File: src/rtl/sram_port_arbiter.sv
// Shares the single-port data SRAM between the CPU datapath and a DMA/debug loader.
// CPU has fixed priority; DMA gets an anti-starvation escape and bounded burst locking.
module sram_port_arbiter #(
  parameter int ADDR_W   = 7,
  parameter int DATA_W   = 8,
  parameter int MAX_WAIT = 4,
  parameter int LOCK_MAX = 8
) (
  input  logic              clk,
  input  logic              rst,
  input  logic              cpu_req,
  input  logic              cpu_we,
  input  logic [ADDR_W-1:0] cpu_addr,
  input  logic [DATA_W-1:0] cpu_wdata,
  output logic              cpu_gnt,
  output logic              cpu_rvalid,
  output logic [DATA_W-1:0] cpu_rdata,
  input  logic              dma_req,
  input  logic              dma_we,
  input  logic [ADDR_W-1:0] dma_addr,
  input  logic [DATA_W-1:0] dma_wdata,
  input  logic              dma_lock,
  output logic              dma_gnt,
  output logic              dma_rvalid,
  output logic [DATA_W-1:0] dma_rdata,
  output logic [ADDR_W-1:0] ram_addr,
  output logic [DATA_W-1:0] ram_wdata,
  output logic              ram_we,
  input  logic [DATA_W-1:0] ram_q,
  output logic              locked
);

  localparam int WAIT_W = $clog2(MAX_WAIT + 1);
  localparam int LOCK_W = $clog2(LOCK_MAX);
  localparam logic [WAIT_W-1:0] WAIT_SAT  = WAIT_W'(MAX_WAIT);
  localparam logic [LOCK_W-1:0] LOCK_LAST = LOCK_W'(LOCK_MAX - 1);

  typedef enum logic [1:0] {
    ST_NORMAL  = 2'd0,
    ST_LOCKED  = 2'd1,
    ST_RELEASE = 2'd2
  } state_t;

  state_t            r_state;
  logic [WAIT_W-1:0] r_wait_cnt;
  logic [LOCK_W-1:0] r_lock_cnt;
  logic              r_run;
  logic              r_cpu_rvalid;
  logic              r_dma_rvalid;
  logic              w_cpu_gnt;
  logic              w_dma_gnt;

  // Grant decision; r_run keeps everything idle until the first edge after reset.
  always_comb begin
    w_cpu_gnt = 1'b0;
    w_dma_gnt = 1'b0;
    if (r_run) begin
      case (r_state)
        ST_NORMAL: begin
          if (dma_req && (r_wait_cnt == WAIT_SAT)) begin
            w_dma_gnt = 1'b1;
          end else if (cpu_req) begin
            w_cpu_gnt = 1'b1;
          end else begin
            w_dma_gnt = dma_req;
          end
        end
        ST_LOCKED: begin
          w_dma_gnt = dma_req;
        end
        ST_RELEASE: begin
          if (cpu_req) begin
            w_cpu_gnt = 1'b1;
          end else begin
            w_dma_gnt = dma_req;
          end
        end
        default: begin
          w_cpu_gnt = 1'b0;
          w_dma_gnt = 1'b0;
        end
      endcase
    end else begin
      w_cpu_gnt = 1'b0;
      w_dma_gnt = 1'b0;
    end
  end

  // SRAM port mux: idle port drives all zeros.
  always_comb begin
    ram_addr  = {ADDR_W{1'b0}};
    ram_wdata = {DATA_W{1'b0}};
    ram_we    = 1'b0;
    if (w_cpu_gnt) begin
      ram_addr  = cpu_addr;
      ram_wdata = cpu_wdata;
      ram_we    = cpu_we;
    end else if (w_dma_gnt) begin
      ram_addr  = dma_addr;
      ram_wdata = dma_wdata;
      ram_we    = dma_we;
    end else begin
      ram_we    = 1'b0;
    end
  end

  assign cpu_gnt    = w_cpu_gnt;
  assign dma_gnt    = w_dma_gnt;
  assign cpu_rvalid = r_cpu_rvalid;
  assign dma_rvalid = r_dma_rvalid;
  assign cpu_rdata  = r_cpu_rvalid ? ram_q : {DATA_W{1'b0}};
  assign dma_rdata  = r_dma_rvalid ? ram_q : {DATA_W{1'b0}};
  assign locked     = (r_state == ST_LOCKED);

  // Lock FSM, DMA starvation counter and read-return pipeline.
  always_ff @(posedge clk or negedge rst) begin
    if (!rst) begin
      r_state      <= ST_NORMAL;
      r_wait_cnt   <= {WAIT_W{1'b0}};
      r_lock_cnt   <= {LOCK_W{1'b0}};
      r_run        <= 1'b0;
      r_cpu_rvalid <= 1'b0;
      r_dma_rvalid <= 1'b0;
    end else begin
      r_run        <= 1'b1;
      r_cpu_rvalid <= w_cpu_gnt & ~cpu_we;
      r_dma_rvalid <= w_dma_gnt & ~dma_we;

      if (w_dma_gnt || !dma_req) begin
        r_wait_cnt <= {WAIT_W{1'b0}};
      end else if (r_wait_cnt != WAIT_SAT) begin
        r_wait_cnt <= r_wait_cnt + WAIT_W'(1);
      end else begin
        r_wait_cnt <= r_wait_cnt;
      end

      case (r_state)
        ST_NORMAL: begin
          if (w_dma_gnt && dma_lock) begin
            r_state    <= ST_LOCKED;
            r_lock_cnt <= {LOCK_W{1'b0}};
          end else begin
            r_state    <= ST_NORMAL;
          end
        end
        ST_LOCKED: begin
          // Idle locked cycles still count toward the hold limit.
          if (!dma_lock) begin
            r_state <= ST_NORMAL;
          end else if (r_lock_cnt == LOCK_LAST) begin
            r_state <= ST_RELEASE;
          end else begin
            r_lock_cnt <= r_lock_cnt + LOCK_W'(1);
          end
        end
        ST_RELEASE: begin
          r_state <= ST_NORMAL;
        end
        default: begin
          r_state    <= ST_NORMAL;
          r_lock_cnt <= {LOCK_W{1'b0}};
        end
      endcase
    end
  end

endmodule

File: config.mk
export PLATFORM = sky130hd
export DESIGN_NAME = sram_port_arbiter
export DESIGN_NICKNAME = d
export VERILOG_FILES = /design/src/rtl/sram_port_arbiter.sv
export SDC_FILE = /design/constraint.sdc
export NUM_CORES = 1
export LEC_CHECK = 0
export ABC_AREA = 1
export CELL_PAD_IN_SITES_DETAIL_PLACEMENT = 1
export CELL_PAD_IN_SITES_GLOBAL_PLACEMENT = 2
export CORE_MARGIN = 1
export CORE_UTILIZATION = 14
export CTS_CLUSTER_DIAMETER = 200
export DETAILED_ROUTE_END_ITERATION = 8
export PLACE_DENSITY_LB_ADDON = 0.1
export SLEW_MARGIN = 20
export SYNTH_ARGS = -nofsm -noshare
export SYNTH_HDL_FRONTEND = slang
export SYNTH_SLANG_ARGS = --single-unit
File: constraint.sdc
create_clock -name clk -period 1.85 [get_ports clk]
set_input_delay 0.185 -clock clk [delete_from_list [all_inputs] [get_ports clk]]
set_output_delay 0.185 -clock clk [all_outputs]
set_load 0.005 [all_outputs]
**Word-level counts from Yosys, hierarchy flattened**

Cells that the tools add are included.

- Flip-flop bits (word level): 11
- Bits in latches: 0
- Bits in writable memories: 0
- Bits in read-only memories: 0
- Output and inout bits: 37
- Memories: 0

- Add/subtract/negate cells: 2
- $mul: 0
- Divide/modulo/power cells: 0
- Order comparisons: 0
- Equal/unequal tests: 9
- Shifts and indexed selects: 0
- Mux-type cells: 26
- Bitwise operators: 5
- Reductions and logical operators: 7

Operators by type and width:

| kind | number |
|---|---|
| 8-bit 2-to-1 mux | 4 |
| 3-bit 2-to-1 mux | 5 |
| 7-bit 2-to-1 mux | 2 |
| 1-bit 2-to-1 mux | 9 |
| 3-bit case mux with 3 select lines | 1 |
| 3-bit by 1-bit adder with 3-bit output, second input constant | 2 |
| 3-bit == test, second input constant | 2 |
| 2-bit != test, second input constant | 3 |
| 2-bit 2-to-1 mux | 2 |
| 2-bit case mux with 2 select lines | 1 |
| 4-bit AND reduction | 1 |
| 3-bit by 2-bit != test with 1-bit output, second input constant | 1 |
| 3-bit != test, second input constant | 1 |
| 1-bit NOT | 3 |
| 1-bit case mux with 3 select lines | 1 |
| 1-bit bitwise AND | 2 |
| 2-bit by 1-bit == test with 1-bit output, second input constant | 1 |
| 2-bit == test, second input constant | 1 |
| 1-bit logical AND | 2 |
| 2-bit zero test | 1 |
| 1-bit case mux with 2 select lines | 1 |
| 2-bit nonzero test | 1 |
| 1-bit zero test | 1 |
| 1-bit logical OR | 1 |

**Depth between registers and ports, before layout**

Gate-level depths: netlist (run 1).

- Word-level depth: 8
- Mapped depth: 10
- Depth with buffers taken out: 9

**Worst setup path before layout (run 1)**

Ideal clock, no wire load.

- Path kind: register to output
- From: register r_wait_cnt[0]
- To: output port ram_addr[4]
- Data arrival time: 1.224 ns
- Required time: 1.665 ns
- Setup slack: 0.441 ns
- Stages on the path, launching flop included: 11
- Path through: dfrtp_1 inv_1 ha_1 nand2_2 nor2_2 nand2_2 nand2_4 inv_6 buf_12 nand2_2 nand2_1

RTL lines:

| element | RTL line | RTL |
|---|---|---|
| from (decl) | 45 | `logic [WAIT_W-1:0] r_wait_cnt;` |
| from (signal assigned) | 119 | `r_wait_cnt <= {WAIT_W{1'b0}};` |
| from (signal assigned) | 130 | `r_wait_cnt <= {WAIT_W{1'b0}};` |
| from (signal assigned) | 132 | `r_wait_cnt <= r_wait_cnt + WAIT_W'(1);` |
| 3-bit == test | 60 | `if (dma_req && (r_wait_cnt == WAIT_SAT)) begin` |
| 1-bit logical AND | 60 |  |
| 1-bit 2-to-1 mux | 60 |  |
| 1-bit case mux with 2 select lines | 58 | `case (r_state)` |
| 1-bit 2-to-1 mux | 57 | `if (r_run) begin` |
| named net cpu_gnt | 15 | `output logic cpu_gnt,` |
| 7-bit 2-to-1 mux | 94 | `if (w_cpu_gnt) begin` |
| to (decl) | 26 | `output logic [ADDR_W-1:0] ram_addr,` |

The timed path passes the listed nets, and every way through them passes these cells.

**Worst setup path after layout (run 1)**

- From: register r_wait_cnt[0]
- To: output port dma_gnt

- Longest elaborated chain between the ends: 5

RTL lines:

| element | RTL line | RTL |
|---|---|---|
| 3-bit == test | 60 |  |
| 1-bit logical AND | 60 |  |
| 1-bit 2-to-1 mux | 60 |  |
| 1-bit case mux with 3 select lines | 58 |  |
| 1-bit 2-to-1 mux | 57 |  |
| to (decl) | 23 | `output logic dma_gnt,` |

No other way between the ends.

==> results of run 1 <==
-- flip-flops by register name, summed over array words and instances (netlist names) --
| name | cells |
|---|---|
| r_wait_cnt | 3 |
| r_state | 2 |
| r_lock_cnt | 3 |
| r_run | 1 |
| dma_rvalid | 1 |
| cpu_rvalid | 1 |
-- layout make-up --
class / count / area, um^2 / area share [%]
Multi-Input combinational cell: 108 / 596.8 / 26.24
Inverter: 26 / 113.9 / 5.005
Timing Repair inverter: 3 / 28.78 / 1.265
Clock buffer: 4 / 45.04 / 1.980
Tap cell: 80 / 100.1 / 4.400
Sequential cell: 11 / 275.3 / 12.10
Timing Repair Buffer: 120 / 1115 / 49.01
-- layer usage --
metal | vias up | GRT usage (%) | routed length (um)
met5 | - | 0 | 0
met4 | 0 | 1.970 | 18
met3 | 3 | 2.887 | 202
met2 | 38 | 24.29 | 2405
met1 | 612 | 11.33 | 1536
li1 | 689 | - | -
-- kinds of logic (layout without fill, tap and decap cells) --
| family | after synthesis | count (layout) | share of synthesized area [%] |
|---|---|---|---|
| xor gates and xnor gates | 2 | 2 | 1.793 |
| DFF | 11 | 11 | 28.17 |
| other | 1 | 1 | 0.3838 |
| AOI/OAI and AO/OA | 4 | 4 | 2.432 |
| adders and majority gates | 4 | 4 | 5.122 |
| and+or+nand+nor | 97 | 97 | 45.71 |
| buffers and inverters | 31 | 153 | 16.39 |
-- worst paths after layout --
| check | startpoint | endpoint | cells past startpoint |
|---|---|---|---|
| min in group clk | r_lock_cnt[1]$_DFFE_PN0P_ | r_lock_cnt[1]$_DFFE_PN0P_ | 2 |
| hold / removal | rst | r_lock_cnt[2]$_DFFE_PN0P_ | 1 |
| setup / recovery | r_wait_cnt[0]$_DFFE_PN0P_ | dma_gnt | 11 |
| hold reg to reg | r_lock_cnt[1]$_DFFE_PN0P_ | r_lock_cnt[1]$_DFFE_PN0P_ | 2 |
| max in group asynchronous | rst | r_wait_cnt[2]$_DFFE_PN0P_ | 1 |
| setup reg to reg | r_wait_cnt[0]$_DFFE_PN0P_ | r_lock_cnt[2]$_DFFE_PN0P_ | 11 |
-- critical path, cell delays in order (launching register included) --
cell,delay [ns]
dfrtp_1,0.36
inv_2,0.06
ha_4,0.16
nand2_4,0.08
nand3_4,0.08
nand3_4,0.13
buf_12,0.13
clkinv_8,0.05
buf_4,0.13
buf_6,0.10
buf_4,0.12
buf_6,0.10
-- what timing repair did --
action,CTS,global route
cloned,3,0
setup buffers,24,5
resized for setup,87,16
endpoints found under the setup margin,18,16
pin swaps,4,8
-- cell usage after synthesis --
cell,count
a21oi_1,1
and3_4,1
dfrtp_1,11
o21ai_2,1
nor4_1,1
nand2_2,11
ha_1,4
nor2_2,1
nand4_1,3
inv_6,1
clkbuf_1,2
inv_2,1
inv_1,22
inv_4,1
xor2_1,1
xnor2_1,1
nor3_1,1
buf_6,1
nand2_1,63
o21ai_0,2
conb_1,1
buf_8,1
nor2_1,8
clkinv_2,1
nand3_4,1
nand2_4,1
nand3_2,1
buf_12,1
nand3_1,5
-- per-stage QoR --
| stage | instances | total power, uW | utilization [%] |
|---|---|---|---|
| finish | 352 | 1065 | 33.67 |
| floorplan | 150 | 466.7 | - |
| global placement | 318 | 713.5 | 28.48 |
| CTS | 349 | 1066 | 32.65 |
| global route | 352 | 1148 | 33.67 |
| detailed placement | 318 | 714.1 | 28.48 |
-- report_power, final --
| part | switching (uW) | internal, uW | total (uW) | leakage (uW) |
|---|---|---|---|---|
| Sequential | 31.4 | 278 | 309 | 0.000146 |
| Combinational | 197 | 305 | 502 | 0.00108 |
| Clock | 102 | 152 | 254 | 0.0000228 |
==> key figures, run 1 <==
Route
  – DRT iter0 DRCs: 18
  – Post-DRT Antenna Nets: 0
  – Via Count: ~1300
  – Vias per std cell: between 3 and 4
  – WL final: approximately 4.2 mm
  – Drt drc: 0
  – WL per Instance: about 12 um
  – DRT Pass-1 Iters: 3

Global routing
  – Gr ovfl total: 0
  – First-pass GRT wire length: 6.534 mm
  – Largest net degree at the start of global routing: 12
  – Initial antenna violation count: 0
  – Overall global routing resource usage: roughly 12%
  – Vias in the first global route: 1368

Setup path
  – Crit Path Class: reg -> out
  – Crit Path Max Fanout: 4
  – Worst Path Required: about 1.7 ns
  – CP Capture Type: primary output
  – Worst Path Arrival: 1.74 ns
  – Crit path launch type: flip-flop
  – Flop-to-flop setup slack: about 0.20 ns

Clock tree
  – CTS clk-pin slew, worst paths: ~0.06 ns
  – CTS tree: yes
  – TritonCTS Sinks: 11
  – Post-CTS Hold Buffers: 0
  – Clock root cell: clkbuf_8
  – Clock Latency Late Sink: 0.25 ns
  – CTS max path bufs: 2
  – CTS buffer count: 3
  – Clock H-tree levels: 1

Layout
  – Area added between synthesis and finish: 132.8%
  – Antenna diode count: 0
  – Ratio of cells with drive above 1 in the final layout: roughly 35%
  – Nets: about 320
  – Fillers: 850
  – Commonest non-fill, non-tap cell in the layout: clkdlybuf4s50_1
  – Post-route cell area: around 2300 um^2
  – Most frequent cells in the layout: 63 x clkdlybuf4s50_1, 55 x nand2_1, 25 x buf_4, 20 x inv_1, 17 x nand2_2

STA
  – # setup viols final: 5
  – Setup_tns: -0.2278 ns
  – Unrepaired setup endpoints after global routing: yes
  – Relative slew slack: approximately 64%
  – Final max-slew violation count: 0
  – Final count of hold timing violations: 0
  – Worst slew pin tran: about 0.54 ns
  – Final WS setup: -0.07960 ns
  – Fin Hold WS: around 0.29 ns
  – Fin crit period: between 1.5 and 2 ns
  – Crit share post-route: 104.3%
  – Setup Skew: ~0.005 ns
  – Max Fclk: 518.2 MHz

Pwr
  – LEAKAGE: 0.001249 uW
  – VDD IR max: roughly 360 uV
  – PD cells: approximately 470 nW/um^2

Floorplan
  – Die Footprint: around 7300 um^2
  – Die W: roughly 86 um
  – Rows: 30
  – Die H: roughly 86 um
  – Ports: between 80 and 90
  – Core area: between 6000 and 7000 um^2
  – Initial Utilization: between 10% and 20%

Place
  – RePlAce Congestion: 0.6717
  – Placed Area: 1924 um^2
  – DP Wirelength: 3.051 mm
  – I/O Buffers: 81
  – Pre-CTS WS: -0.1975 ns

Yosys
  – Cell taking the most area after synthesis: dfrtp_1
  – Ys Warns: 0
  – Count of cell types in the netlist: 29
  – Top cells by area, synth: dfrtp_1 28%, nand2_1 24%, inv_1 8.5%
  – Post-synthesis register bit count: 11
  – Yosys top cell area share: approximately 28%
  – Sequential-to-total area share from yosys stat: 28.17%
  – Syn Inst Count: 150
  – Syn avg cell area: 6.515 um^2
  – Cell Area, Synth: around 980 um^2
  – Synthesized Nets: between 150 and 200

Run status
  – Failing checks: setup timing
  – Status: finished with violations

Min path
  – Worst hold path type: in -> async

Flow run
  – Max-cap viol count: 0
Power figures use the tool's default switching activity.
==> inputs of run 2 (changes only) <==
--- a/config.mk
+++ b/config.mk
@@ -13,6 +13,7 @@
 export CTS_CLUSTER_DIAMETER = 200
 export DETAILED_ROUTE_END_ITERATION = 8
 export PLACE_DENSITY_LB_ADDON = 0.1
+export SETUP_SLACK_MARGIN = 0.2
 export SLEW_MARGIN = 20
 export SYNTH_ARGS = -nofsm -noshare
 export SYNTH_HDL_FRONTEND = slang
==> run 2 against run 1 <==
  * The run now ends clean
  * Clock skew hardly changed
  * Cell count down 0.28%
  * Setup slack better by 0.093 ns
  * Register-to-register slack gained 0.08 ns
==> key figures, run 2 (synthesis gave the netlist of run 1 again) <==
Clock tree
  – CTS max path bufs: 2 (unchanged)
  – CTS clk-pin slew, worst paths: 0.06 ns (about the same)
  – TritonCTS Sinks: 11 (unchanged)
  – Clock H-tree levels: 1 (unchanged)
  – Post-CTS Hold Buffers: 0 (unchanged)
  – CTS buffer count: 3 (unchanged)
  – Clock root cell: clkbuf_8
  – CTS tree: yes
  – Clock Latency Late Sink: 0.25 ns (about the same)

Floorplan
  – Ports: 82 (unchanged)
  – Rows: 30 (unchanged)
  – Die W: 85.55 um (unchanged)
  – Initial Utilization: 14.46% (unchanged)
  – Core area: 6756 um^2 (unchanged)
  – Die Footprint: 7318 um^2 (unchanged)
  – Die H: 85.55 um (unchanged)

Route
  – WL final: 4.109 mm (-1.3%)
  – DRT iter0 DRCs: 13 (-5)
  – Post-DRT Antenna Nets: 0 (unchanged)
  – DRT Pass-1 Iters: 3 (unchanged)
  – Vias per std cell: 3.809 (about the same)
  – WL per Instance: 11.71 um (-1.0%)
  – Drt drc: 0 (unchanged)
  – Via Count: 1337 (-0.37%)

Layout
  – Commonest non-fill, non-tap cell in the layout: clkdlybuf4s50_1
  – Ratio of cells with drive above 1 in the final layout: 38.38% (+3.8 points)
  – Nets: 321 (-0.31%)
  – Most frequent cells in the layout: 62 x clkdlybuf4s50_1, 51 x nand2_1, 22 x nand2_2, 21 x buf_4, 20 x inv_1
  – Area added between synthesis and finish: 132.7% (about the same)
  – Antenna diode count: 0 (unchanged)
  – Top flop regs: r_lock_cnt: 3 flops, r_wait_cnt: 3 flops, r_state: 2 flops
  – Post-route cell area: 2273 um^2 (about the same)
  – Fillers: 839 (-1.3%)
  – Post-Layout Cell Count: 351 (-0.28%)

Setup path
  – Crit path launch type: flip-flop
  – Worst path slowest cell: dfrtp_1
  – Crit Path Class: reg -> out
  – Worst Path Arrival: 1.65 ns (-0.09 ns)
  – CP Capture Type: primary output
  – Cells along the critical path: inv_2 -> ha_4 -> nand2_4 -> nand3_4 -> nand3_4 -> clkinv_4 -> buf_6 -> buf_6 -> nand2_2 -> nand2_1 -> buf_2
  – Worst Path Required: 1.66 ns (about the same)
  – Critical path's top delay family: buffers and inverters
  – Slowest cell delay on critical path: 0.36 ns (about the same)
  – Crit Path Max Fanout: 4 (unchanged)
  – Worst path bufs/invs: 5 (-2)

STA
  – Unrepaired setup endpoints after global routing: yes
  – Worst slew pin tran: 0.5339 ns (-0.006090 ns)
  – Setup Skew: 0.005158 ns (+0.00004735 ns)
  – # setup viols final: 0 (-5)
  – Crit share post-route: 99.26% (-5.0 points)
  – Fin crit period: 1.836 ns (-0.09321 ns)
  – Final count of hold timing violations: 0 (unchanged)
  – Relative slew slack: 64.29% (+0.41 points)
  – Max Fclk: 544.5 MHz (+5.1%)
  – Final max-slew violation count: 0 (unchanged)

Min path
  – Worst hold path type: in -> async

Place
  – DP Wirelength: 3.051 mm (unchanged)
  – RePlAce Congestion: 0.6717 (unchanged)
  – I/O Buffers: 81 (unchanged)
  – Placed Cells incl. Taps: 318 (unchanged)
  – Placed Area: 1924 um^2 (unchanged)

Global routing
  – First-pass GRT wire length: 6.499 mm (-0.54%)
  – Initial antenna violation count: 0 (unchanged)
  – Vias in the first global route: 1337 (-2.3%)
  – Overall global routing resource usage: 11.50% (-0.081 points)
  – Gr ovfl total: 0 (unchanged)
  – Largest net degree at the start of global routing: 12 (unchanged)

Run status
  – Status: finished, final reports clean

Pwr
  – LEAKAGE: 0.001228 uW (-1.7%)
  – PD cells: 466.6 nW/um^2 (-0.36%)
  – VDD IR max: 356.9 uV (-0.14%)

Flow run
  – Max-cap viol count: 0 (unchanged)
run 2: power breakdown:
| group | total [uW] | switching (uW) | internal (uW) | leakage (uW) |
|---|---|---|---|---|
| Sequential | 310 | 31.5 | 278 | 0.000142 |
| Combinational | 497 | 196 | 301 | 0.00106 |
| Clock | 254 | 102 | 152 | 0.0000228 |
| Total | 1060 | 330 | 731 | 0.00123 |
run 2: metal layers:
| metal | vias up | wire length, um | part of all wire (%) | global-route usage [%] |
|---|---|---|---|---|
| li1 | 687 | - | - | - |
| met1 | 605 | 1479 | 36 | 11.62 |
| met2 | 40 | 2372 | 58 | 23.49 |
| met3 | 5 | 204 | 5.0 | 2.791 |
| met4 | 0 | 53 | 1.3 | 2.424 |
| met5 | - | 0 | 0 | 0 |
run 2: cell type report:
type | instances | area, um^2 | area share, %
clock buffers | 4 | 45.04 | 1.981
multi-input cells | 108 | 611.8 | 26.91
repair inverters | 3 | 21.27 | 0.9356
repair buffers | 119 | 1097 | 48.27
inverters | 26 | 118.9 | 5.228
flip-flops and latches | 11 | 279.0 | 12.27
well taps | 80 | 100.1 | 4.403
run 2: final timing paths:
kind / from / endpoint / slack (ns) / depth (start not counted)
hold reg to reg: r_lock_cnt[1]$_DFFE_PN0P_ / r_lock_cnt[1]$_DFFE_PN0P_ / 0.51 / 2
hold / removal: rst / r_lock_cnt[2]$_DFFE_PN0P_ / 0.29 / 1
min in group clk: r_lock_cnt[1]$_DFFE_PN0P_ / r_lock_cnt[1]$_DFFE_PN0P_ / 0.51 / 2
setup reg to reg: r_wait_cnt[0]$_DFFE_PN0P_ / r_lock_cnt[2]$_DFFE_PN0P_ / 0.28 / 11
max in group asynchronous: rst / dma_rvalid$_DFF_PN0_ / 1.17 / 1
setup / recovery: r_wait_cnt[0]$_DFFE_PN0P_ / ram_addr[6] / 0.01 / 11
run 2: timing repair:
action | CTS | global route
pin swaps | 11 | 5
buffers inserted | 21 | 5
gates cloned | 3 | 0
endpoints found under the setup margin | 19 | 36
gates resized for setup | 112 | 11
run 2: per-stage QoR:
step / hold slack (ns) / worst slack, ns / util [%] / power, uW / TNS (ns)
after detailed placement: 0.5082 / -0.1975 / 28.48 / 714.1 / -3.067
after global placement: 0.4895 / -0.1777 / 28.48 / 713.5 / -2.838
final: 0.2885 / 0.01360 / 33.65 / 1061 / 0
after floorplan: -0.1106 / 0.4407 / - / 466.7 / 0
after global routing: 0.3374 / -0.07721 / 33.65 / 1145 / -0.6169
after CTS: 0.3107 / -0.02232 / 32.59 / 1063 / -0.06796
